<file path="src/rtl/sc_microsequencer_pkg.sv">
// Shared constants for the microsequencer: FSM state codes, branch conditions
// and the microword field geometry derived from the datapath select widths.
package sc_microsequencer_pkg;

  localparam logic [2:0] ST_IDLE   = 3'd0;
  localparam logic [2:0] ST_FETCH  = 3'd1;
  localparam logic [2:0] ST_EXEC   = 3'd2;
  localparam logic [2:0] ST_BRANCH = 3'd3;
  localparam logic [2:0] ST_DONE   = 3'd4;

  localparam logic [2:0] COND_NEXT = 3'd0;
  localparam logic [2:0] COND_JMP  = 3'd1;
  localparam logic [2:0] COND_JZ   = 3'd2;
  localparam logic [2:0] COND_JN   = 3'd3;
  localparam logic [2:0] COND_JC   = 3'd4;
  localparam logic [2:0] COND_JV   = 3'd5;
  localparam logic [2:0] COND_JNZ  = 3'd6;
  localparam logic [2:0] COND_HALT = 3'd7;

  localparam int COND_W = 3;

  // Shifter clear/load are active-low, so the idle level is 1.
  localparam logic SH_CTRL_INACTIVE = 1'b1;

  // Field indices, LSB first; the microword is laid out in this order.
  localparam int F_SHSEL  = 0;
  localparam int F_SHLD   = 1;
  localparam int F_SHCLR  = 2;
  localparam int F_ALU    = 3;
  localparam int F_MUXB   = 4;
  localparam int F_MUXA   = 5;
  localparam int F_LDSEL  = 6;
  localparam int F_CLRSEL = 7;
  localparam int F_TARGET = 8;
  localparam int F_COND   = 9;
  localparam int F_COUNT  = 10;

  function automatic int field_width(input int f, input int addr_w, input int dec_w,
                                     input int mux_w, input int alu_w, input int sh_w);
    int w;
    w = 0;
    case (f)
      F_SHSEL:           w = sh_w;
      F_SHLD, F_SHCLR:   w = 1;
      F_ALU:             w = alu_w;
      F_MUXB, F_MUXA:    w = mux_w;
      F_LDSEL, F_CLRSEL: w = dec_w;
      F_TARGET:          w = addr_w;
      F_COND:            w = COND_W;
      default:           w = 0;
    endcase
    return w;
  endfunction

  function automatic int field_lsb(input int f, input int addr_w, input int dec_w,
                                   input int mux_w, input int alu_w, input int sh_w);
    int lsb;
    lsb = 0;
    for (int i = 0; i < f; i++) lsb += field_width(i, addr_w, dec_w, mux_w, alu_w, sh_w);
    return lsb;
  endfunction

  function automatic int uword_width(input int addr_w, input int dec_w, input int mux_w,
                                     input int alu_w, input int sh_w);
    return field_lsb(F_COUNT, addr_w, dec_w, mux_w, alu_w, sh_w);
  endfunction

endpackage

</file>
<file path="src/rtl/sc_microsequencer_if.sv">
// Control/handshake bundle between the system and the microsequencer.
interface sc_microsequencer_if #(
  parameter int ADDR_W  = 4,
  parameter int DEC_W   = 3,
  parameter int MUX_W   = 3,
  parameter int ALU_W   = 4,
  parameter int SH_W    = 2,
  parameter int UWORD_W = 27
);
  logic               SC_MICROSEQUENCER_start_In;
  logic [ADDR_W-1:0]  SC_MICROSEQUENCER_startaddr_InBUS;
  logic               SC_MICROSEQUENCER_abort_In;
  logic               SC_MICROSEQUENCER_progwrite_In;
  logic [ADDR_W-1:0]  SC_MICROSEQUENCER_progaddr_InBUS;
  logic [UWORD_W-1:0] SC_MICROSEQUENCER_progdata_InBUS;
  logic               SC_MICROSEQUENCER_overflow_InLow;
  logic               SC_MICROSEQUENCER_carry_InLow;
  logic               SC_MICROSEQUENCER_negative_InLow;
  logic               SC_MICROSEQUENCER_zero_InLow;
  logic [DEC_W-1:0]   SC_MICROSEQUENCER_decoderclearselection_OutBUS;
  logic [DEC_W-1:0]   SC_MICROSEQUENCER_decoderloadselection_OutBUS;
  logic [MUX_W-1:0]   SC_MICROSEQUENCER_muxselectionBUSA_OutBUS;
  logic [MUX_W-1:0]   SC_MICROSEQUENCER_muxselectionBUSB_OutBUS;
  logic [ALU_W-1:0]   SC_MICROSEQUENCER_aluselection_OutBUS;
  logic               SC_MICROSEQUENCER_regSHIFTERclear_OutLow;
  logic               SC_MICROSEQUENCER_regSHIFTERload_OutLow;
  logic [SH_W-1:0]    SC_MICROSEQUENCER_regSHIFTERshiftselection_OutBUS;
  logic               SC_MICROSEQUENCER_busy_Out;
  logic               SC_MICROSEQUENCER_done_Out;
  logic               SC_MICROSEQUENCER_error_Out;
  logic [ADDR_W-1:0]  SC_MICROSEQUENCER_pc_OutBUS;

  modport master (
    output SC_MICROSEQUENCER_start_In, SC_MICROSEQUENCER_startaddr_InBUS,
           SC_MICROSEQUENCER_abort_In, SC_MICROSEQUENCER_progwrite_In,
           SC_MICROSEQUENCER_progaddr_InBUS, SC_MICROSEQUENCER_progdata_InBUS,
           SC_MICROSEQUENCER_overflow_InLow, SC_MICROSEQUENCER_carry_InLow,
           SC_MICROSEQUENCER_negative_InLow, SC_MICROSEQUENCER_zero_InLow,
    input  SC_MICROSEQUENCER_decoderclearselection_OutBUS,
           SC_MICROSEQUENCER_decoderloadselection_OutBUS,
           SC_MICROSEQUENCER_muxselectionBUSA_OutBUS, SC_MICROSEQUENCER_muxselectionBUSB_OutBUS,
           SC_MICROSEQUENCER_aluselection_OutBUS, SC_MICROSEQUENCER_regSHIFTERclear_OutLow,
           SC_MICROSEQUENCER_regSHIFTERload_OutLow, SC_MICROSEQUENCER_regSHIFTERshiftselection_OutBUS,
           SC_MICROSEQUENCER_busy_Out, SC_MICROSEQUENCER_done_Out,
           SC_MICROSEQUENCER_error_Out, SC_MICROSEQUENCER_pc_OutBUS
  );

  modport slave (
    input  SC_MICROSEQUENCER_start_In, SC_MICROSEQUENCER_startaddr_InBUS,
           SC_MICROSEQUENCER_abort_In, SC_MICROSEQUENCER_progwrite_In,
           SC_MICROSEQUENCER_progaddr_InBUS, SC_MICROSEQUENCER_progdata_InBUS,
           SC_MICROSEQUENCER_overflow_InLow, SC_MICROSEQUENCER_carry_InLow,
           SC_MICROSEQUENCER_negative_InLow, SC_MICROSEQUENCER_zero_InLow,
    output SC_MICROSEQUENCER_decoderclearselection_OutBUS,
           SC_MICROSEQUENCER_decoderloadselection_OutBUS,
           SC_MICROSEQUENCER_muxselectionBUSA_OutBUS, SC_MICROSEQUENCER_muxselectionBUSB_OutBUS,
           SC_MICROSEQUENCER_aluselection_OutBUS, SC_MICROSEQUENCER_regSHIFTERclear_OutLow,
           SC_MICROSEQUENCER_regSHIFTERload_OutLow, SC_MICROSEQUENCER_regSHIFTERshiftselection_OutBUS,
           SC_MICROSEQUENCER_busy_Out, SC_MICROSEQUENCER_done_Out,
           SC_MICROSEQUENCER_error_Out, SC_MICROSEQUENCER_pc_OutBUS
  );
endinterface

</file>
<file path="src/rtl/sc_microsequencer_uprogram_ram.sv">
// Micro-program store: synchronous write, asynchronous read, single address space.
module sc_uprogram_ram #(
  parameter int DEPTH  = 16,
  parameter int WIDTH  = 27,
  parameter int ADDR_W = $clog2(DEPTH)
) (
  input  logic              clk,
  input  logic              we,
  input  logic [ADDR_W-1:0] waddr,
  input  logic [WIDTH-1:0]  wdata,
  input  logic [ADDR_W-1:0] raddr,
  output logic [WIDTH-1:0]  rdata
);
  logic [WIDTH-1:0] mem_q [DEPTH];

  // NOTE: the array has no reset branch on purpose; a loaded program must
  // survive a sequencer reset, and a reset would also block RAM inference.
  always_ff @(posedge clk) begin
    if (we) mem_q[waddr] <= wdata;
  end

  assign rdata = mem_q[raddr];

endmodule

</file>
<file path="src/rtl/sc_microsequencer.sv">
// Programmable microsequencer: fetch/exec/branch loop over a loadable
// micro-program, driving the datapath control buses one EXEC cycle per word.
module sc_microsequencer
  import sc_microsequencer_pkg::*;
#(
  parameter int DATAWIDTH_DECODER_SELECTION    = 3,
  parameter int DATAWIDTH_MUX_SELECTION        = 3,
  parameter int DATAWIDTH_ALU_SELECTION        = 4,
  parameter int DATAWIDTH_REGSHIFTER_SELECTION = 2,
  parameter int UPROG_DEPTH                    = 16,
  parameter int MAX_STEPS                      = 255
) (
  input logic                SC_MICROSEQUENCER_CLOCK_50,
  input logic                SC_MICROSEQUENCER_RESET_InLow,
  sc_microsequencer_if.slave sq
);
  localparam int DEC_W   = DATAWIDTH_DECODER_SELECTION;
  localparam int MUX_W   = DATAWIDTH_MUX_SELECTION;
  localparam int ALU_W   = DATAWIDTH_ALU_SELECTION;
  localparam int SH_W    = DATAWIDTH_REGSHIFTER_SELECTION;
  localparam int ADDR_W  = $clog2(UPROG_DEPTH);
  localparam int STEP_W  = $clog2(MAX_STEPS + 1);
  localparam int UWORD_W = uword_width(ADDR_W, DEC_W, MUX_W, ALU_W, SH_W);

  localparam int SHSEL_LSB  = field_lsb(F_SHSEL,  ADDR_W, DEC_W, MUX_W, ALU_W, SH_W);
  localparam int SHLD_LSB   = field_lsb(F_SHLD,   ADDR_W, DEC_W, MUX_W, ALU_W, SH_W);
  localparam int SHCLR_LSB  = field_lsb(F_SHCLR,  ADDR_W, DEC_W, MUX_W, ALU_W, SH_W);
  localparam int ALU_LSB    = field_lsb(F_ALU,    ADDR_W, DEC_W, MUX_W, ALU_W, SH_W);
  localparam int MUXB_LSB   = field_lsb(F_MUXB,   ADDR_W, DEC_W, MUX_W, ALU_W, SH_W);
  localparam int MUXA_LSB   = field_lsb(F_MUXA,   ADDR_W, DEC_W, MUX_W, ALU_W, SH_W);
  localparam int LDSEL_LSB  = field_lsb(F_LDSEL,  ADDR_W, DEC_W, MUX_W, ALU_W, SH_W);
  localparam int CLRSEL_LSB = field_lsb(F_CLRSEL, ADDR_W, DEC_W, MUX_W, ALU_W, SH_W);
  localparam int TARGET_LSB = field_lsb(F_TARGET, ADDR_W, DEC_W, MUX_W, ALU_W, SH_W);
  localparam int COND_LSB   = field_lsb(F_COND,   ADDR_W, DEC_W, MUX_W, ALU_W, SH_W);

  logic clk, rst_n;
  assign clk   = SC_MICROSEQUENCER_CLOCK_50;
  assign rst_n = SC_MICROSEQUENCER_RESET_InLow;

  logic [2:0]         state_q, state_d;
  logic [ADDR_W-1:0]  pc_q, pc_d;
  logic [UWORD_W-1:0] ir_q, ir_d;
  logic [STEP_W-1:0]  step_q, step_d;
  logic               error_q, error_d;

  logic [UWORD_W-1:0] rd_word;
  logic               running, abort_now, prog_we, taken;
  logic [2:0]         ir_cond;
  logic [ADDR_W-1:0]  ir_target;

  assign running   = (state_q == ST_FETCH) || (state_q == ST_EXEC) || (state_q == ST_BRANCH);
  assign abort_now = running && sq.SC_MICROSEQUENCER_abort_In;
  assign prog_we   = sq.SC_MICROSEQUENCER_progwrite_In && (state_q == ST_IDLE);
  assign ir_cond   = ir_q[COND_LSB +: COND_W];
  assign ir_target = ir_q[TARGET_LSB +: ADDR_W];

  sc_uprogram_ram #(.DEPTH(UPROG_DEPTH), .WIDTH(UWORD_W), .ADDR_W(ADDR_W)) u_ram (
    .clk   (clk),
    .we    (prog_we),
    .waddr (sq.SC_MICROSEQUENCER_progaddr_InBUS),
    .wdata (sq.SC_MICROSEQUENCER_progdata_InBUS),
    .raddr (pc_q),
    .rdata (rd_word)
  );

  // Flag lines are active-low: a 0 means the condition holds.
  always_comb begin
    taken = 1'b0;
    case (ir_cond)
      COND_JMP: taken = 1'b1;
      COND_JZ:  taken = !sq.SC_MICROSEQUENCER_zero_InLow;
      COND_JN:  taken = !sq.SC_MICROSEQUENCER_negative_InLow;
      COND_JC:  taken = !sq.SC_MICROSEQUENCER_carry_InLow;
      COND_JV:  taken = !sq.SC_MICROSEQUENCER_overflow_InLow;
      COND_JNZ: taken = sq.SC_MICROSEQUENCER_zero_InLow;
      default:  taken = 1'b0;
    endcase
  end

  // NOTE: every _d starts from its _q value so no path leaves a variable
  // unassigned; otherwise synthesis would infer a latch.
  always_comb begin
    state_d = state_q;
    pc_d    = pc_q;
    ir_d    = ir_q;
    step_d  = step_q;
    error_d = error_q;
    case (state_q)
      ST_IDLE: begin
        if (sq.SC_MICROSEQUENCER_start_In) begin
          pc_d    = sq.SC_MICROSEQUENCER_startaddr_InBUS;
          step_d  = '0;
          error_d = 1'b0;
          state_d = ST_FETCH;
        end
      end
      ST_FETCH: begin
        ir_d    = rd_word;
        state_d = ST_EXEC;
      end
      ST_EXEC: begin
        step_d  = step_q + STEP_W'(1);
        state_d = ST_BRANCH;
      end
      ST_BRANCH: begin
        if (ir_cond == COND_HALT) begin
          state_d = ST_DONE;
        end else if (step_q == STEP_W'(MAX_STEPS)) begin
          error_d = 1'b1;
          state_d = ST_DONE;
        end else begin
          pc_d    = taken ? ir_target : pc_q + ADDR_W'(1);
          state_d = ST_FETCH;
        end
      end
      default: state_d = ST_IDLE;
    endcase
    // Abort wins over whatever the current state would have done.
    if (abort_now) begin
      pc_d    = pc_q;
      ir_d    = ir_q;
      step_d  = step_q;
      error_d = 1'b1;
      state_d = ST_DONE;
    end
  end

  // NOTE: state registers use non-blocking assignments so all flops update
  // together from values sampled before the edge.
  always_ff @(posedge clk) begin
    if (!rst_n) begin
      state_q <= ST_IDLE;
      pc_q    <= '0;
      ir_q    <= '0;
      step_q  <= '0;
      error_q <= 1'b0;
    end else begin
      state_q <= state_d;
      pc_q    <= pc_d;
      ir_q    <= ir_d;
      step_q  <= step_d;
      error_q <= error_d;
    end
  end

  logic exec_drive;
  assign exec_drive = (state_q == ST_EXEC) && !abort_now;

  always_comb begin
    sq.SC_MICROSEQUENCER_decoderclearselection_OutBUS    = '1;
    sq.SC_MICROSEQUENCER_decoderloadselection_OutBUS     = '1;
    sq.SC_MICROSEQUENCER_muxselectionBUSA_OutBUS         = '0;
    sq.SC_MICROSEQUENCER_muxselectionBUSB_OutBUS         = '0;
    sq.SC_MICROSEQUENCER_aluselection_OutBUS             = '0;
    sq.SC_MICROSEQUENCER_regSHIFTERclear_OutLow          = SH_CTRL_INACTIVE;
    sq.SC_MICROSEQUENCER_regSHIFTERload_OutLow           = SH_CTRL_INACTIVE;
    sq.SC_MICROSEQUENCER_regSHIFTERshiftselection_OutBUS = '0;
    if (exec_drive) begin
      sq.SC_MICROSEQUENCER_decoderclearselection_OutBUS    = ir_q[CLRSEL_LSB +: DEC_W];
      sq.SC_MICROSEQUENCER_decoderloadselection_OutBUS     = ir_q[LDSEL_LSB +: DEC_W];
      sq.SC_MICROSEQUENCER_muxselectionBUSA_OutBUS         = ir_q[MUXA_LSB +: MUX_W];
      sq.SC_MICROSEQUENCER_muxselectionBUSB_OutBUS         = ir_q[MUXB_LSB +: MUX_W];
      sq.SC_MICROSEQUENCER_aluselection_OutBUS             = ir_q[ALU_LSB +: ALU_W];
      sq.SC_MICROSEQUENCER_regSHIFTERclear_OutLow          = ir_q[SHCLR_LSB];
      sq.SC_MICROSEQUENCER_regSHIFTERload_OutLow           = ir_q[SHLD_LSB];
      sq.SC_MICROSEQUENCER_regSHIFTERshiftselection_OutBUS = ir_q[SHSEL_LSB +: SH_W];
    end
  end

  assign sq.SC_MICROSEQUENCER_busy_Out  = running;
  assign sq.SC_MICROSEQUENCER_done_Out  = (state_q == ST_DONE);
  assign sq.SC_MICROSEQUENCER_error_Out = error_q;
  assign sq.SC_MICROSEQUENCER_pc_OutBUS = pc_q;

endmodule

</file>
<file path="src/flat_wrapper.sv">
// flat-port wrapper written by rule: the top's interface ports become plain ports
module sc_microsequencer_flat import sc_microsequencer_pkg::*;
#(
  parameter int DATAWIDTH_DECODER_SELECTION    = 3,
  parameter int DATAWIDTH_MUX_SELECTION        = 3,
  parameter int DATAWIDTH_ALU_SELECTION        = 4,
  parameter int DATAWIDTH_REGSHIFTER_SELECTION = 2,
  parameter int UPROG_DEPTH                    = 16,
  parameter int MAX_STEPS                      = 255
)
  (SC_MICROSEQUENCER_CLOCK_50, SC_MICROSEQUENCER_RESET_InLow, sq_SC_MICROSEQUENCER_start_In, sq_SC_MICROSEQUENCER_startaddr_InBUS, sq_SC_MICROSEQUENCER_abort_In, sq_SC_MICROSEQUENCER_progwrite_In, sq_SC_MICROSEQUENCER_progaddr_InBUS, sq_SC_MICROSEQUENCER_progdata_InBUS, sq_SC_MICROSEQUENCER_overflow_InLow, sq_SC_MICROSEQUENCER_carry_InLow, sq_SC_MICROSEQUENCER_negative_InLow, sq_SC_MICROSEQUENCER_zero_InLow, sq_SC_MICROSEQUENCER_decoderclearselection_OutBUS, sq_SC_MICROSEQUENCER_decoderloadselection_OutBUS, sq_SC_MICROSEQUENCER_muxselectionBUSA_OutBUS, sq_SC_MICROSEQUENCER_muxselectionBUSB_OutBUS, sq_SC_MICROSEQUENCER_aluselection_OutBUS, sq_SC_MICROSEQUENCER_regSHIFTERclear_OutLow, sq_SC_MICROSEQUENCER_regSHIFTERload_OutLow, sq_SC_MICROSEQUENCER_regSHIFTERshiftselection_OutBUS, sq_SC_MICROSEQUENCER_busy_Out, sq_SC_MICROSEQUENCER_done_Out, sq_SC_MICROSEQUENCER_error_Out, sq_SC_MICROSEQUENCER_pc_OutBUS);
  sc_microsequencer_if #(.ADDR_W(4), .DEC_W(3), .MUX_W(3), .ALU_W(4), .SH_W(2), .UWORD_W(27)) sq_i ();
  input logic SC_MICROSEQUENCER_CLOCK_50;
  input logic SC_MICROSEQUENCER_RESET_InLow;
  input wire logic [$bits(sq_i.SC_MICROSEQUENCER_start_In)-1:0] sq_SC_MICROSEQUENCER_start_In;
  input wire logic [$bits(sq_i.SC_MICROSEQUENCER_startaddr_InBUS)-1:0] sq_SC_MICROSEQUENCER_startaddr_InBUS;
  input wire logic [$bits(sq_i.SC_MICROSEQUENCER_abort_In)-1:0] sq_SC_MICROSEQUENCER_abort_In;
  input wire logic [$bits(sq_i.SC_MICROSEQUENCER_progwrite_In)-1:0] sq_SC_MICROSEQUENCER_progwrite_In;
  input wire logic [$bits(sq_i.SC_MICROSEQUENCER_progaddr_InBUS)-1:0] sq_SC_MICROSEQUENCER_progaddr_InBUS;
  input wire logic [$bits(sq_i.SC_MICROSEQUENCER_progdata_InBUS)-1:0] sq_SC_MICROSEQUENCER_progdata_InBUS;
  input wire logic [$bits(sq_i.SC_MICROSEQUENCER_overflow_InLow)-1:0] sq_SC_MICROSEQUENCER_overflow_InLow;
  input wire logic [$bits(sq_i.SC_MICROSEQUENCER_carry_InLow)-1:0] sq_SC_MICROSEQUENCER_carry_InLow;
  input wire logic [$bits(sq_i.SC_MICROSEQUENCER_negative_InLow)-1:0] sq_SC_MICROSEQUENCER_negative_InLow;
  input wire logic [$bits(sq_i.SC_MICROSEQUENCER_zero_InLow)-1:0] sq_SC_MICROSEQUENCER_zero_InLow;
  output wire logic [$bits(sq_i.SC_MICROSEQUENCER_decoderclearselection_OutBUS)-1:0] sq_SC_MICROSEQUENCER_decoderclearselection_OutBUS;
  output wire logic [$bits(sq_i.SC_MICROSEQUENCER_decoderloadselection_OutBUS)-1:0] sq_SC_MICROSEQUENCER_decoderloadselection_OutBUS;
  output wire logic [$bits(sq_i.SC_MICROSEQUENCER_muxselectionBUSA_OutBUS)-1:0] sq_SC_MICROSEQUENCER_muxselectionBUSA_OutBUS;
  output wire logic [$bits(sq_i.SC_MICROSEQUENCER_muxselectionBUSB_OutBUS)-1:0] sq_SC_MICROSEQUENCER_muxselectionBUSB_OutBUS;
  output wire logic [$bits(sq_i.SC_MICROSEQUENCER_aluselection_OutBUS)-1:0] sq_SC_MICROSEQUENCER_aluselection_OutBUS;
  output wire logic [$bits(sq_i.SC_MICROSEQUENCER_regSHIFTERclear_OutLow)-1:0] sq_SC_MICROSEQUENCER_regSHIFTERclear_OutLow;
  output wire logic [$bits(sq_i.SC_MICROSEQUENCER_regSHIFTERload_OutLow)-1:0] sq_SC_MICROSEQUENCER_regSHIFTERload_OutLow;
  output wire logic [$bits(sq_i.SC_MICROSEQUENCER_regSHIFTERshiftselection_OutBUS)-1:0] sq_SC_MICROSEQUENCER_regSHIFTERshiftselection_OutBUS;
  output wire logic [$bits(sq_i.SC_MICROSEQUENCER_busy_Out)-1:0] sq_SC_MICROSEQUENCER_busy_Out;
  output wire logic [$bits(sq_i.SC_MICROSEQUENCER_done_Out)-1:0] sq_SC_MICROSEQUENCER_done_Out;
  output wire logic [$bits(sq_i.SC_MICROSEQUENCER_error_Out)-1:0] sq_SC_MICROSEQUENCER_error_Out;
  output wire logic [$bits(sq_i.SC_MICROSEQUENCER_pc_OutBUS)-1:0] sq_SC_MICROSEQUENCER_pc_OutBUS;
  assign sq_i.SC_MICROSEQUENCER_start_In = sq_SC_MICROSEQUENCER_start_In;
  assign sq_i.SC_MICROSEQUENCER_startaddr_InBUS = sq_SC_MICROSEQUENCER_startaddr_InBUS;
  assign sq_i.SC_MICROSEQUENCER_abort_In = sq_SC_MICROSEQUENCER_abort_In;
  assign sq_i.SC_MICROSEQUENCER_progwrite_In = sq_SC_MICROSEQUENCER_progwrite_In;
  assign sq_i.SC_MICROSEQUENCER_progaddr_InBUS = sq_SC_MICROSEQUENCER_progaddr_InBUS;
  assign sq_i.SC_MICROSEQUENCER_progdata_InBUS = sq_SC_MICROSEQUENCER_progdata_InBUS;
  assign sq_i.SC_MICROSEQUENCER_overflow_InLow = sq_SC_MICROSEQUENCER_overflow_InLow;
  assign sq_i.SC_MICROSEQUENCER_carry_InLow = sq_SC_MICROSEQUENCER_carry_InLow;
  assign sq_i.SC_MICROSEQUENCER_negative_InLow = sq_SC_MICROSEQUENCER_negative_InLow;
  assign sq_i.SC_MICROSEQUENCER_zero_InLow = sq_SC_MICROSEQUENCER_zero_InLow;
  assign sq_SC_MICROSEQUENCER_decoderclearselection_OutBUS = sq_i.SC_MICROSEQUENCER_decoderclearselection_OutBUS;
  assign sq_SC_MICROSEQUENCER_decoderloadselection_OutBUS = sq_i.SC_MICROSEQUENCER_decoderloadselection_OutBUS;
  assign sq_SC_MICROSEQUENCER_muxselectionBUSA_OutBUS = sq_i.SC_MICROSEQUENCER_muxselectionBUSA_OutBUS;
  assign sq_SC_MICROSEQUENCER_muxselectionBUSB_OutBUS = sq_i.SC_MICROSEQUENCER_muxselectionBUSB_OutBUS;
  assign sq_SC_MICROSEQUENCER_aluselection_OutBUS = sq_i.SC_MICROSEQUENCER_aluselection_OutBUS;
  assign sq_SC_MICROSEQUENCER_regSHIFTERclear_OutLow = sq_i.SC_MICROSEQUENCER_regSHIFTERclear_OutLow;
  assign sq_SC_MICROSEQUENCER_regSHIFTERload_OutLow = sq_i.SC_MICROSEQUENCER_regSHIFTERload_OutLow;
  assign sq_SC_MICROSEQUENCER_regSHIFTERshiftselection_OutBUS = sq_i.SC_MICROSEQUENCER_regSHIFTERshiftselection_OutBUS;
  assign sq_SC_MICROSEQUENCER_busy_Out = sq_i.SC_MICROSEQUENCER_busy_Out;
  assign sq_SC_MICROSEQUENCER_done_Out = sq_i.SC_MICROSEQUENCER_done_Out;
  assign sq_SC_MICROSEQUENCER_error_Out = sq_i.SC_MICROSEQUENCER_error_Out;
  assign sq_SC_MICROSEQUENCER_pc_OutBUS = sq_i.SC_MICROSEQUENCER_pc_OutBUS;
  sc_microsequencer #(.DATAWIDTH_DECODER_SELECTION(DATAWIDTH_DECODER_SELECTION), .DATAWIDTH_MUX_SELECTION(DATAWIDTH_MUX_SELECTION), .DATAWIDTH_ALU_SELECTION(DATAWIDTH_ALU_SELECTION), .DATAWIDTH_REGSHIFTER_SELECTION(DATAWIDTH_REGSHIFTER_SELECTION), .UPROG_DEPTH(UPROG_DEPTH), .MAX_STEPS(MAX_STEPS)) u_core (.SC_MICROSEQUENCER_CLOCK_50(SC_MICROSEQUENCER_CLOCK_50), .SC_MICROSEQUENCER_RESET_InLow(SC_MICROSEQUENCER_RESET_InLow), .sq(sq_i));
endmodule
</file>
<file path="config.mk">
export PLATFORM = sky130hd
export DESIGN_NAME = sc_microsequencer_flat
export DESIGN_NICKNAME = d
export VERILOG_FILES = /design/src/rtl/sc_microsequencer_pkg.sv /design/src/rtl/sc_microsequencer_if.sv /design/src/rtl/sc_microsequencer_uprogram_ram.sv /design/src/rtl/sc_microsequencer.sv /design/src/flat_wrapper.sv
export SDC_FILE = /design/constraint.sdc
export NUM_CORES = 1
export LEC_CHECK = 0
export ABC_AREA = 1
export BUFFER_PORTS_ARGS = -buffer_cell sky130_fd_sc_hd__buf_2
export CELL_PAD_IN_SITES_DETAIL_PLACEMENT = 1
export CELL_PAD_IN_SITES_GLOBAL_PLACEMENT = 1
export CORE_MARGIN = 5
export CORE_UTILIZATION = 53
export CTS_CLUSTER_DIAMETER = 80
export CTS_CLUSTER_SIZE = 12
export DETAILED_ROUTE_END_ITERATION = 12
export PLACE_DENSITY = 0.9
export SETUP_SLACK_MARGIN = 0.1
export SYNTH_ARGS = -nofsm -noshare
export SYNTH_HDL_FRONTEND = slang
export SYNTH_HIERARCHICAL = 1
export SYNTH_SLANG_ARGS = --single-unit
</file>
<file path="constraint.sdc">
create_clock -name SC_MICROSEQUENCER_CLOCK_50 -period 4.19 [get_ports SC_MICROSEQUENCER_CLOCK_50]
set_clock_uncertainty 0.1 [all_clocks]
set_input_delay 0.2095 -clock SC_MICROSEQUENCER_CLOCK_50 [delete_from_list [all_inputs] [get_ports SC_MICROSEQUENCER_CLOCK_50]]
set_output_delay 0.2095 -clock SC_MICROSEQUENCER_CLOCK_50 [all_outputs]
set_load 0.02 [all_outputs]
</file>
==> key figures, run 1 <==
Run status
  – Outcome: complete, no violations

Synth
  – Synth top area share: 0.628
  – Area leader, netlist: edfxtp_1
  – Synthesis-stage register bit count: 475
  – Yosys warnings: 6
  – Top FF cell, synth: edfxtp_1
  – Synth async-reset ratio: 0
  – Syn_nets: 2117
  – Share of the yosys chip area belonging to registers: 0.669
  – Synth cell count leaders: nand2_1, edfxtp_1, inv_1
  – Library cells used by synthesis: 34
  – Syn Std Cell Area: 20700 µm²
  – Avg Cell Area, Syn: 9.98 µm²
  – Most common cell in the netlist: nand2_1
  – EDFF count, synth: 432
  – Cells after Synth: 2071
  – Top post-synthesis cells by area: edfxtp_1, nand2_1, nand3_1, inv_1, dfxtp_1

Layout
  – Synthesis-to-layout area growth: 11.4%
  – Post-layout nets: 2188
  – Antenna diodes: 0
  – Layout cells sized above 1: 0.0861
  – Finished Layout Cells: 2678

Worst setup path
  – CP Capture Type: flip-flop
  – CP bufs+invs: 0
  – Top delay family on crit path: simple AND/OR/NAND/NOR gates
  – Worst path cell trace: nor2_1, nand2_1, nor2_1, nand3b_1, nor2_4
  – Max stage delay on crit path: 1.09 ns
  – CP max stage cell: nor2_4
  – Crit-path max FO: 27
  – CP dominant cell by count: nor2_1
  – CP required: 4.28 ns
  – Startpoint Class: flip-flop
  – Crit path DAT: 3.16 ns
  – WS Path Type: flip-flop to flip-flop

Global routing
  – M1 GR Usage: 0.332
  – Vias in the first global route: 16.9k
  – Met3 usage: 0.0598
  – Largest net degree at the start of global routing: 177
  – Global-route wire length before repair: 95100 µm
  – Total track usage: 0.284
  – Met2 Resource Use GR: 0.496
  – Total gr overflow: 0
  – Number of antenna violations at the first check in global routing: 3
  – GRT busiest layer: met2

STA
  – Max-slew violation count: 0
  – Max Clk Rate: 326 MHz
  – Final worst setup slack: 1.12 ns
  – Final setup viols: 0
  – Minimum clock period: 3.07 ns
  – Final hold vios: 0
  – Unrepaired setup endpoints after global routing: false
  – Setup TNS Final: 0 ns
  – Slew headroom: 0.142
  – Fin crit share: 0.733
  – Min Hold Slack: 0.0834 ns
  – Actual slew at the worst max-slew pin: 1.28 ns

Route
  – Vias: 15.4k
  – Initial DRC count: 1582
  – Vias/cell: 5.74
  – Routed wire per std cell: 23.4 µm
  – First-pass DRT Iterations: 5
  – DRC viols: 0
  – WL final: 62500 µm
  – Antenna viol nets, final: 0

Placed design
  – Post-DP HPWL: 36400 µm
  – Post-Place Worst Slack: 1.20 ns
  – Placed insts: 2580
  – # port buffers: 70
  – Gpl congestion: 0.792

Clock network
  – H-tree depth: 2
  – CTS root buf: clkbuf_16
  – CTS tree: built
  – Worst-path clk slew: 0.06 ns
  – Clock Path Buffers: 3
  – Num CTS Buffers: 45
  – CTS resizes: 0
  – Clock Latency Late Sink: 0.58 ns
  – Sink Count: 475

Die
  – I/O pin count: 71
  – Die footprint: 43000 µm²
  – Starting Density: 0.535
  – Core area: 38600 µm²
  – Die X: 207 µm
  – Die height: 207 µm
  – # rows: 72

Power
  – Leak: 9.70 nW
  – Power Density: 601 nW/µm²
  – Maximum vdd drop: 552 µV

Min path
  – Hold/Removal Path Class: input pin to flip-flop

Flow run
  – Max cap viols: 0
## flip-flops by register name, indices dropped and copies added, names as in the netlist
name,cells
u_core/ir_q,27
u_core/sq.SC_MICROSEQUENCER_error_Out,1
u_core/sq.SC_MICROSEQUENCER_pc_OutBUS,4
u_core/state_q,3
u_core/step_q,8
u_core/u_ram/mem_q,432
## timing repair
item / 4_1_cts / 5_1_grt
hold endpoints to repair: 439 / 0
endpoints found under the setup margin: 0 / 0
hold buffers: 33 / 0
buffers inserted: 0 / 0
## layout by cell type, fill, tap and decap left out
cell type	synthesis	final
nand3b_1	2	2
clkinv_1	1	1
a21oi_1	28	28
edfxtp_1	432	432
or2_1	8	8
buf_2	37	70
xor2_1	3	3
inv_4	3	2
o21ai_2	1	1
a31oi_1	1	1
o21ai_1	12	12
clkbuf_1	18	17
inv_1	364	364
dfxtp_1	43	40
nand4_1	2	2
o21ai_0	16	16
buf_4	22	13
clkinv_2	1	1
inv_2	9	9
nand2_1	616	616
xnor2_1	1	1
nor3_1	4	4
dfxtp_2	0	1
nand2_4	3	3
nor2_4	2	18
nand3_1	349	349
nand3_2	2	2
nand2_2	2	2
dfxtp_4	0	2
nor2_2	8	8
ha_1	2	2
clkbuf_16	0	46
clkinvlp_4	0	1
inv_6	0	1
nor2_1	59	43
clkinv_8	0	1
nand3_4	1	1
a21oi_2	1	1
buf_12	0	3
dlygate4sd3_1	0	33
## path summary, 6_finish.rpt
| kind | start | endpoint | slack [ns] | cells after the start |
|---|---|---|---|---|
| min | SC_MICROSEQUENCER_RESET_InLow | u_core/state_q[1]$_SDFFE_PP0P_ | 0.08 | 3 |
| max reg2reg | u_core/state_q[0]$_SDFFE_PP0P_ | u_core/u_ram/mem_q[11][8]$_DFFE_PP_ | 1.12 | 5 |
| min reg2reg | u_core/ir_q[4]$_SDFFE_PN0P_ | u_core/ir_q[4]$_SDFFE_PN0P_ | 0.36 | 2 |
| max | u_core/state_q[0]$_SDFFE_PP0P_ | u_core/u_ram/mem_q[11][8]$_DFFE_PP_ | 1.12 | 5 |
## report_power, final
group	internal, W	switching (W)	total, W
combinational	0.00117	0.00336	0.00453
sequential	0.00537	0.000242	0.00561
clock	0.00200	0.00169	0.00369
total	0.00854	0.00529	0.0138
## cell type report
type / instances / area, µm²
fillers: 4181 / 15600
well taps: 518 / 648
inverters: 378 / 1430
clock inverters: 2 / 23.8
multi-input cells: 1123 / 5020
flip-flops and latches: 475 / 13800
clock buffers: 63 / 1210
repair buffers: 119 / 838
## cells by family after synthesis
family / synth area share
AND/OR/NAND/NOR: 0.219
AO/OA/AOI/OAI: 0.0147
XOR/XNOR: 0.00170
flip-flops: 0.669
buffers and inverters: 0.0937
adder cells (fa/ha/maj): 0.00121
## through the flow
step           power, W   util  cell area [µm²]
2_1_floorplan   0.00851      -            20700
4_1_cts          0.0138  0.596            23000
3_3_place_gp    0.00971  0.555            21400
6_report         0.0138  0.596            23000
5_1_grt          0.0144  0.596            23000
3_5_place_dp     0.0100  0.555            21400
## tightest hold or removal path, delay by kind of cell
family          cells  cell delay (ns)
buf+inv             1             0.31
simple gates        1             0.15
compound gates      1             0.04
## routing by layer
metal,wire (µm),vias up
met1,22900,7626
met5,46,-
li1,-,6791
met4,3380,6
met3,4580,223
met2,31700,738
Note: power is estimated with default switching activity, not from simulation.
==> run 2, diff against run 1 <==
--- a/config.mk
+++ b/config.mk
@@ -5,16 +5,16 @@
 export SDC_FILE = /design/constraint.sdc
 export NUM_CORES = 1
 export LEC_CHECK = 0
-export ABC_AREA = 1
+export ABC_AREA = 0
 export BUFFER_PORTS_ARGS = -buffer_cell sky130_fd_sc_hd__buf_2
 export CELL_PAD_IN_SITES_DETAIL_PLACEMENT = 1
 export CELL_PAD_IN_SITES_GLOBAL_PLACEMENT = 1
 export CORE_MARGIN = 5
-export CORE_UTILIZATION = 53
+export CORE_UTILIZATION = 49
 export CTS_CLUSTER_DIAMETER = 80
 export CTS_CLUSTER_SIZE = 12
 export DETAILED_ROUTE_END_ITERATION = 12
-export PLACE_DENSITY = 0.9
+export PLACE_DENSITY = 0.81
 export SETUP_SLACK_MARGIN = 0.1
 export SYNTH_ARGS = -nofsm -noshare
 export SYNTH_HDL_FRONTEND = slang
==> constraint.sdc (replaced) <==
create_clock -name SC_MICROSEQUENCER_CLOCK_50 -period 2.8 [get_ports SC_MICROSEQUENCER_CLOCK_50]
set_clock_uncertainty 0.1 [all_clocks]
set_input_delay 0.14 -clock SC_MICROSEQUENCER_CLOCK_50 [delete_from_list [all_inputs] [get_ports SC_MICROSEQUENCER_CLOCK_50]]
set_output_delay 0.14 -clock SC_MICROSEQUENCER_CLOCK_50 [all_outputs]
set_load 0.02 [all_outputs]
==> run 2 against run 1 <==
Compared with the run above:
- synthesized cell count is 54% lower
- first-iteration DRC count is 45% lower
- final area is 6.9% lower
- maximum frequency up 23%
- via count fell by 37%
- non-clock buffer count increased by 27
- total power grew 7.2%
- global-route usage decreased by 6.2 points
- sequential power is 42% higher
- critical path type unchanged
==> key figures, run 2 <==
Die
  – I/O pin count: 71
  – Die X: 204 µm
  – Die footprint: 41700 µm²
  – Starting Density: 0.494
  – Core area: 37400 µm²
  – # rows: 71
  – Die height: 204 µm

Min path
  – Hold/Removal Path Class: input pin to flip-flop

Worst setup path
  – CP Capture Type: flip-flop
  – Crit path DAT: 2.62 ns
  – WS Path Type: flip-flop to flip-flop
  – Startpoint Class: flip-flop
  – Crit-path max FO: 22
  – CP required: 2.91 ns

STA
  – Max Clk Rate: 399 MHz
  – Minimum clock period: 2.50 ns
  – Actual slew at the worst max-slew pin: 0.972 ns
  – Max-slew violation count: 0
  – Slew headroom: 0.352
  – Final setup viols: 0
  – Final hold vios: 0
  – Unrepaired setup endpoints after global routing: false
  – Fin crit share: 0.895

Power
  – Maximum vdd drop: 486 µV
  – Leak: 6.70 nW
  – Power Density: 692 nW/µm²
  – Total power: 0.0148 W

Synth
  – Share of the yosys chip area belonging to registers: 0.749
  – Syn_nets: 995
  – Synth cell count leaders: edfxtp_1, mux4_2, nand2_1
  – Synth async-reset ratio: 0
  – Synthesis-stage register bit count: 475
  – Library cells used by synthesis: 49
  – Cells after Synth: 949
  – Syn Std Cell Area: 18500 µm²
  – EDFF count, synth: 432
  – Top post-synthesis cells by area: edfxtp_1, mux4_2, dfxtp_1, nand2_1, a22oi_1
  – Top FF cell, synth: edfxtp_1
  – Most common cell in the netlist: edfxtp_1
  – Area leader, netlist: edfxtp_1
  – Avg Cell Area, Syn: 19.5 µm²
  – Synth top area share: 0.702
  – Yosys warnings: 6

Global routing
  – Total track usage: 0.222
  – Number of antenna violations at the first check in global routing: 0
  – Total gr overflow: 0
  – Vias in the first global route: 10.5k
  – Largest net degree at the start of global routing: 39
  – Global-route wire length before repair: 68500 µm

Layout
  – Number of flip-flops in the largest register: 432
  – Synthesis-to-layout area growth: 16.0%
  – Antenna diodes: 0
  – Finished Layout Cells: 1620
  – Layout cells sized above 1: 0.289
  – Top flop regs: u_core/u_ram/mem_q (432), u_core/ir_q (27), u_core/step_q (8)
  – Commonest non-fill, non-tap cell in the layout: edfxtp_1
  – Reg with most FFs: u_core/u_ram/mem_q
  – Most frequent cells in the layout: edfxtp_1, mux4_2, nand2_1, buf_2, clkbuf_16
  – Post-layout nets: 1136

Clock network
  – CTS tree: built
  – Worst-path clk slew: 0.06 ns
  – Num CTS Buffers: 45
  – CTS root buf: clkbuf_16
  – Clock Latency Late Sink: 0.56 ns
  – H-tree depth: 2
  – Sink Count: 475
  – Clock Path Buffers: 3

Route
  – DRC viols: 0
  – Initial DRC count: 864
  – Routed wire per std cell: 28.1 µm
  – WL final: 45600 µm
  – Vias/cell: 6.01
  – Antenna viol nets, final: 0
  – Vias: 9733
  – First-pass DRT Iterations: 7

Placed design
  – Post-DP HPWL: 27800 µm
  – # port buffers: 70
  – Gpl congestion: 0.800
  – Placed insts: 1520

Run status
  – Outcome: complete, no violations

Flow run
  – Max cap viols: 0
-- run 2: cell types whose count changed in the layout (fill, tap and decap cells not counted), moves of 20 or more --
cell      change
nand2_1     -519
inv_1       -360
nand3_1     -342
mux4_2      +108
a22oi_1      +34
nor2_1       -31
a21boi_0     +29
a21oi_1      -23
a22oi_2      +20
-- run 2: worst paths after layout --
| kind | startpoint | endpoint | slack, ns | cells after the start |
|---|---|---|---|---|
| worst max-delay path | u_core/state_q[0]$_SDFFE_PP0P_ | u_core/u_ram/mem_q[11][10]$_DFFE_PP_ | 0.30 | 5 |
| worst min-delay path | SC_MICROSEQUENCER_RESET_InLow | u_core/sq.SC_MICROSEQUENCER_pc_OutBUS[0]$_SDFFE_PN0P_ | 0.03 | 3 |
| worst max register to register | u_core/state_q[0]$_SDFFE_PP0P_ | u_core/u_ram/mem_q[11][10]$_DFFE_PP_ | 0.30 | 5 |
| worst min register to register | u_core/ir_q[2]$_SDFFE_PN0P_ | u_core/ir_q[2]$_SDFFE_PN0P_ | 0.36 | 2 |
-- run 2: timing repair --
item,in CTS,in global routing
resized for setup,0,1
endpoints found under the setup margin,0,12
endpoints found under the hold margin,439,0
setup buffers,0,0
hold buffers,34,0
-- run 2: metrics by stage --
stage          utilization  hold slack, ns  cell area, µm²  setup TNS [ns]  setup slack, ns
6_report             0.573          0.0333           21400               0            0.295
5_1_grt              0.573          0.0600           21400               0            0.154
4_1_cts              0.573          0.0144           21400               0            0.265
3_5_place_dp         0.531           0.317           19800               0            0.380
3_3_place_gp         0.531           0.311           19800               0            0.435
2_1_floorplan            -           0.139           18500          -16.80           -0.207
-- run 2: cell type report --
| cell class | instances | area (µm²) |
|---|---|---|
| clock buffers | 62 | 1190 |
| clock inverters | 4 | 45.0 |
| fillers | 3270 | 16000 |
| inverters | 4 | 15.0 |
| multi-input cells | 418 | 4500 |
| flip-flops and latches | 475 | 13800 |
| well taps | 511 | 639 |
| repair buffers | 146 | 1190 |
-- run 2: metal layers --
layer  vias to the layer above  track usage  wire [µm]
met3                        82       0.0465       3240
li1                       4106            -          -
met4                         0       0.0658       1350
met2                       413        0.374      23100
met5                         -            0          0
met1                      5132        0.296      17900
-- run 2: cells by family after synthesis --
logic type,after synthesis,share of synthesized area
flops,475,0.749
simple gates,186,0.0463
mux,111,0.133
compound gates,110,0.0497
buf+inv,56,0.0162
xor+xnor,9,0.00427
fa+ha+maj,2,0.00135
-- run 2: power breakdown --
group	total, W	switching, W	internal (W)	leakage, nW
clock	0.00540	0.00245	0.00295	0.594
sequential	0.00794	0.0000885	0.00785	4.25
combinational	0.00149	0.000869	0.000621	1.86
-- run 2: worst max-delay path, cell delays in order (launching register included) --
cell	delay (ns)
dfxtp_1	0.39
nor2_1	0.21
and3_1	0.38
nand3b_1	0.41
nor2_4	0.26
buf_4	0.39
==> run 3, diff against run 2 <==
--- a/config.mk
+++ b/config.mk
@@ -5,16 +5,16 @@
 export SDC_FILE = /design/constraint.sdc
 export NUM_CORES = 1
 export LEC_CHECK = 0
-export ABC_AREA = 0
+export ABC_AREA = 1
 export BUFFER_PORTS_ARGS = -buffer_cell sky130_fd_sc_hd__buf_2
 export CELL_PAD_IN_SITES_DETAIL_PLACEMENT = 1
 export CELL_PAD_IN_SITES_GLOBAL_PLACEMENT = 1
 export CORE_MARGIN = 5
-export CORE_UTILIZATION = 49
+export CORE_UTILIZATION = 44
 export CTS_CLUSTER_DIAMETER = 80
 export CTS_CLUSTER_SIZE = 12
 export DETAILED_ROUTE_END_ITERATION = 12
-export PLACE_DENSITY = 0.81
+export PLACE_DENSITY = 0.8
 export SETUP_SLACK_MARGIN = 0.1
 export SYNTH_ARGS = -nofsm -noshare
 export SYNTH_HDL_FRONTEND = slang
==> run 3 against run 2 <==
Compared with the run above:
- sequential share of layout area shrank 6.2 points
- critical path depth grew 2
- setup slack gained 0.10 ns
- combinational power grew to 4.7 times the previous value
- maximum frequency grew 4.3%
- critical path type unchanged
- largest power group unchanged
==> key figures, run 3 (same netlist as run 1, synthesis figures left out) <==
Route
  – Initial DRC count: 1185
  – Routed wire per std cell: 21.1 µm
  – WL final: 59300 µm
  – Vias/cell: 5.38
  – DRC viols: 0
  – First-pass DRT Iterations: 5
  – Vias: 15.1k
  – Antenna viol nets, final: 0

Layout
  – # fillers: 5089
  – Most frequent cells in the layout: nand2_1, edfxtp_1, inv_1, nand3_1, buf_2
  – Top flop regs: u_core/u_ram/mem_q (432), u_core/ir_q (27), u_core/step_q (8)
  – Commonest non-fill, non-tap cell in the layout: nand2_1
  – Synthesis-to-layout area growth: 14.7%
  – Antenna diodes: 0
  – Layout cells sized above 1: 0.101
  – Finished Layout Cells: 2807
  – Reg with most FFs: u_core/u_ram/mem_q
  – Post-layout nets: 2227
  – Number of flip-flops in the largest register: 432

Global routing
  – Vias in the first global route: 16.4k
  – Total track usage: 0.234
  – Global-route wire length before repair: 92600 µm
  – Number of antenna violations at the first check in global routing: 0
  – Total gr overflow: 0
  – Largest net degree at the start of global routing: 113

Placed design
  – Placed insts: 2705
  – Post-DP HPWL: 36300 µm
  – Gpl congestion: 0.815
  – # port buffers: 70

Die
  – Die X: 227 µm
  – Die height: 227 µm
  – Die footprint: 51400 µm²
  – # rows: 79
  – Starting Density: 0.444
  – I/O pin count: 71
  – Core area: 46600 µm²

STA
  – Final setup viols: 0
  – Actual slew at the worst max-slew pin: 0.758 ns
  – Max-slew violation count: 0
  – Slew headroom: 0.494
  – Final hold vios: 0
  – Minimum clock period: 2.40 ns
  – Fin crit share: 0.858
  – Setup TNS Final: 0 ns
  – Unrepaired setup endpoints after global routing: false
  – Max Clk Rate: 416 MHz

Worst setup path
  – Crit-path max FO: 13
  – Top delay family on crit path: simple AND/OR/NAND/NOR gates
  – Max stage delay on crit path: 0.38 ns
  – CP required: 2.96 ns
  – WS Path Type: flip-flop to flip-flop
  – Worst path cell trace: nor2_1, nand2_1, nor2_1, buf_4, nand3b_1, nor2_4, buf_4
  – CP max stage cell: dfxtp_1
  – Startpoint Class: flip-flop
  – Internal reg-to-reg setup slack: 0.40 ns
  – CP Capture Type: flip-flop
  – CP bufs+invs: 2
  – Crit path DAT: 2.56 ns

Min path
  – Hold/Removal Path Class: input pin to flip-flop

Clock network
  – CTS root buf: clkbuf_16
  – Cts hold-fix bufs: 36
  – Sink Count: 475
  – H-tree depth: 2
  – # Post-CTS Setup Buffers: 0
  – Num CTS Buffers: 45
  – Clock Path Buffers: 3
  – Worst-path clk slew: 0.06 ns
  – CTS tree: built
  – CTS resizes: 0
  – Clock Latency Late Sink: 0.59 ns

Power
  – Maximum vdd drop: 1480 µV
  – Leak: 9.99 nW
  – Power Density: 876 nW/µm²

Flow run
  – Max cap viols: 0

Run status
  – Outcome: complete, no violations
==> run 3: cell types whose count changed in the layout (fill, tap and decap cells not counted), sizes merged, moves of 10 or more <==
cell    change
a22oi      -54
and2       -15
inv       +370
mux4      -108
nand2     +524
o21ai      +20
a21oi      +24
buf        +10
nor2       +43
a21boi     -29
or3        -10
nand3     +345
==> run 3: tightest hold or removal path, cell delays in order <==
cell     delay (ns)
buf_2          0.14
nand3_1        0.19
nor2_4         0.08
==> run 3: final cells by class <==
| class | count | area (µm²) | share of cell area |
|---|---|---|---|
| clock buffer | 63 | 1240 | 0.0522 |
| clock inverter | 3 | 16.3 | 0.000686 |
| inverter | 378 | 1430 | 0.0603 |
| multi-input combinational | 1123 | 5020 | 0.212 |
| sequential | 475 | 13800 | 0.584 |
| tap | 607 | 759 | 0.0320 |
| timing repair buffer | 158 | 1400 | 0.0591 |
==> run 3: metal layers <==
| metal | part of all wire | vias up | track usage | routed length (µm) |
|---|---|---|---|---|
| met1 | 0.41 | 7616 | 0.295 | 24200 |
| met4 | 0.033 | 0 | 0.0788 | 1950 |
| met2 | 0.51 | 473 | 0.415 | 30100 |
| met3 | 0.052 | 130 | 0.0350 | 3110 |
| met5 | 0 | - | 0 | 0 |
| li1 | - | 6874 | - | - |
==> run 3: path summary, 6_finish.rpt <==
check	to	start	cells past startpoint
max	u_core/u_ram/mem_q[8][1]$_DFFE_PP_	u_core/state_q[0]$_SDFFE_PP0P_	7
min	u_core/u_ram/mem_q[14][6]$_DFFE_PP_	sq_SC_MICROSEQUENCER_progaddr_InBUS[3]	3
max reg2reg	u_core/u_ram/mem_q[8][1]$_DFFE_PP_	u_core/state_q[0]$_SDFFE_PP0P_	7
min reg2reg	u_core/ir_q[5]$_SDFFE_PN0P_	u_core/ir_q[5]$_SDFFE_PN0P_	2
==> run 3: report_power, final <==
part | switching (W) | internal [W]
logic | 0.00503 | 0.00197
clock network | 0.00253 | 0.00303
registers | 0.000189 | 0.00803
==> run 3: through the flow <==
stage,util,power (W),hold WS (ns),instance area [µm²],worst slack (ns)
floorplan,-,0.0127,0.139,20700,0.111
global placement,0.475,0.0149,0.344,22100,0.505
detailed placement,0.475,0.0152,0.355,22100,0.484
CTS,0.509,0.0209,0.0101,23700,0.358
global route,0.509,0.0219,0.0141,23700,0.246
finish,0.509,0.0208,0.0342,23700,0.397
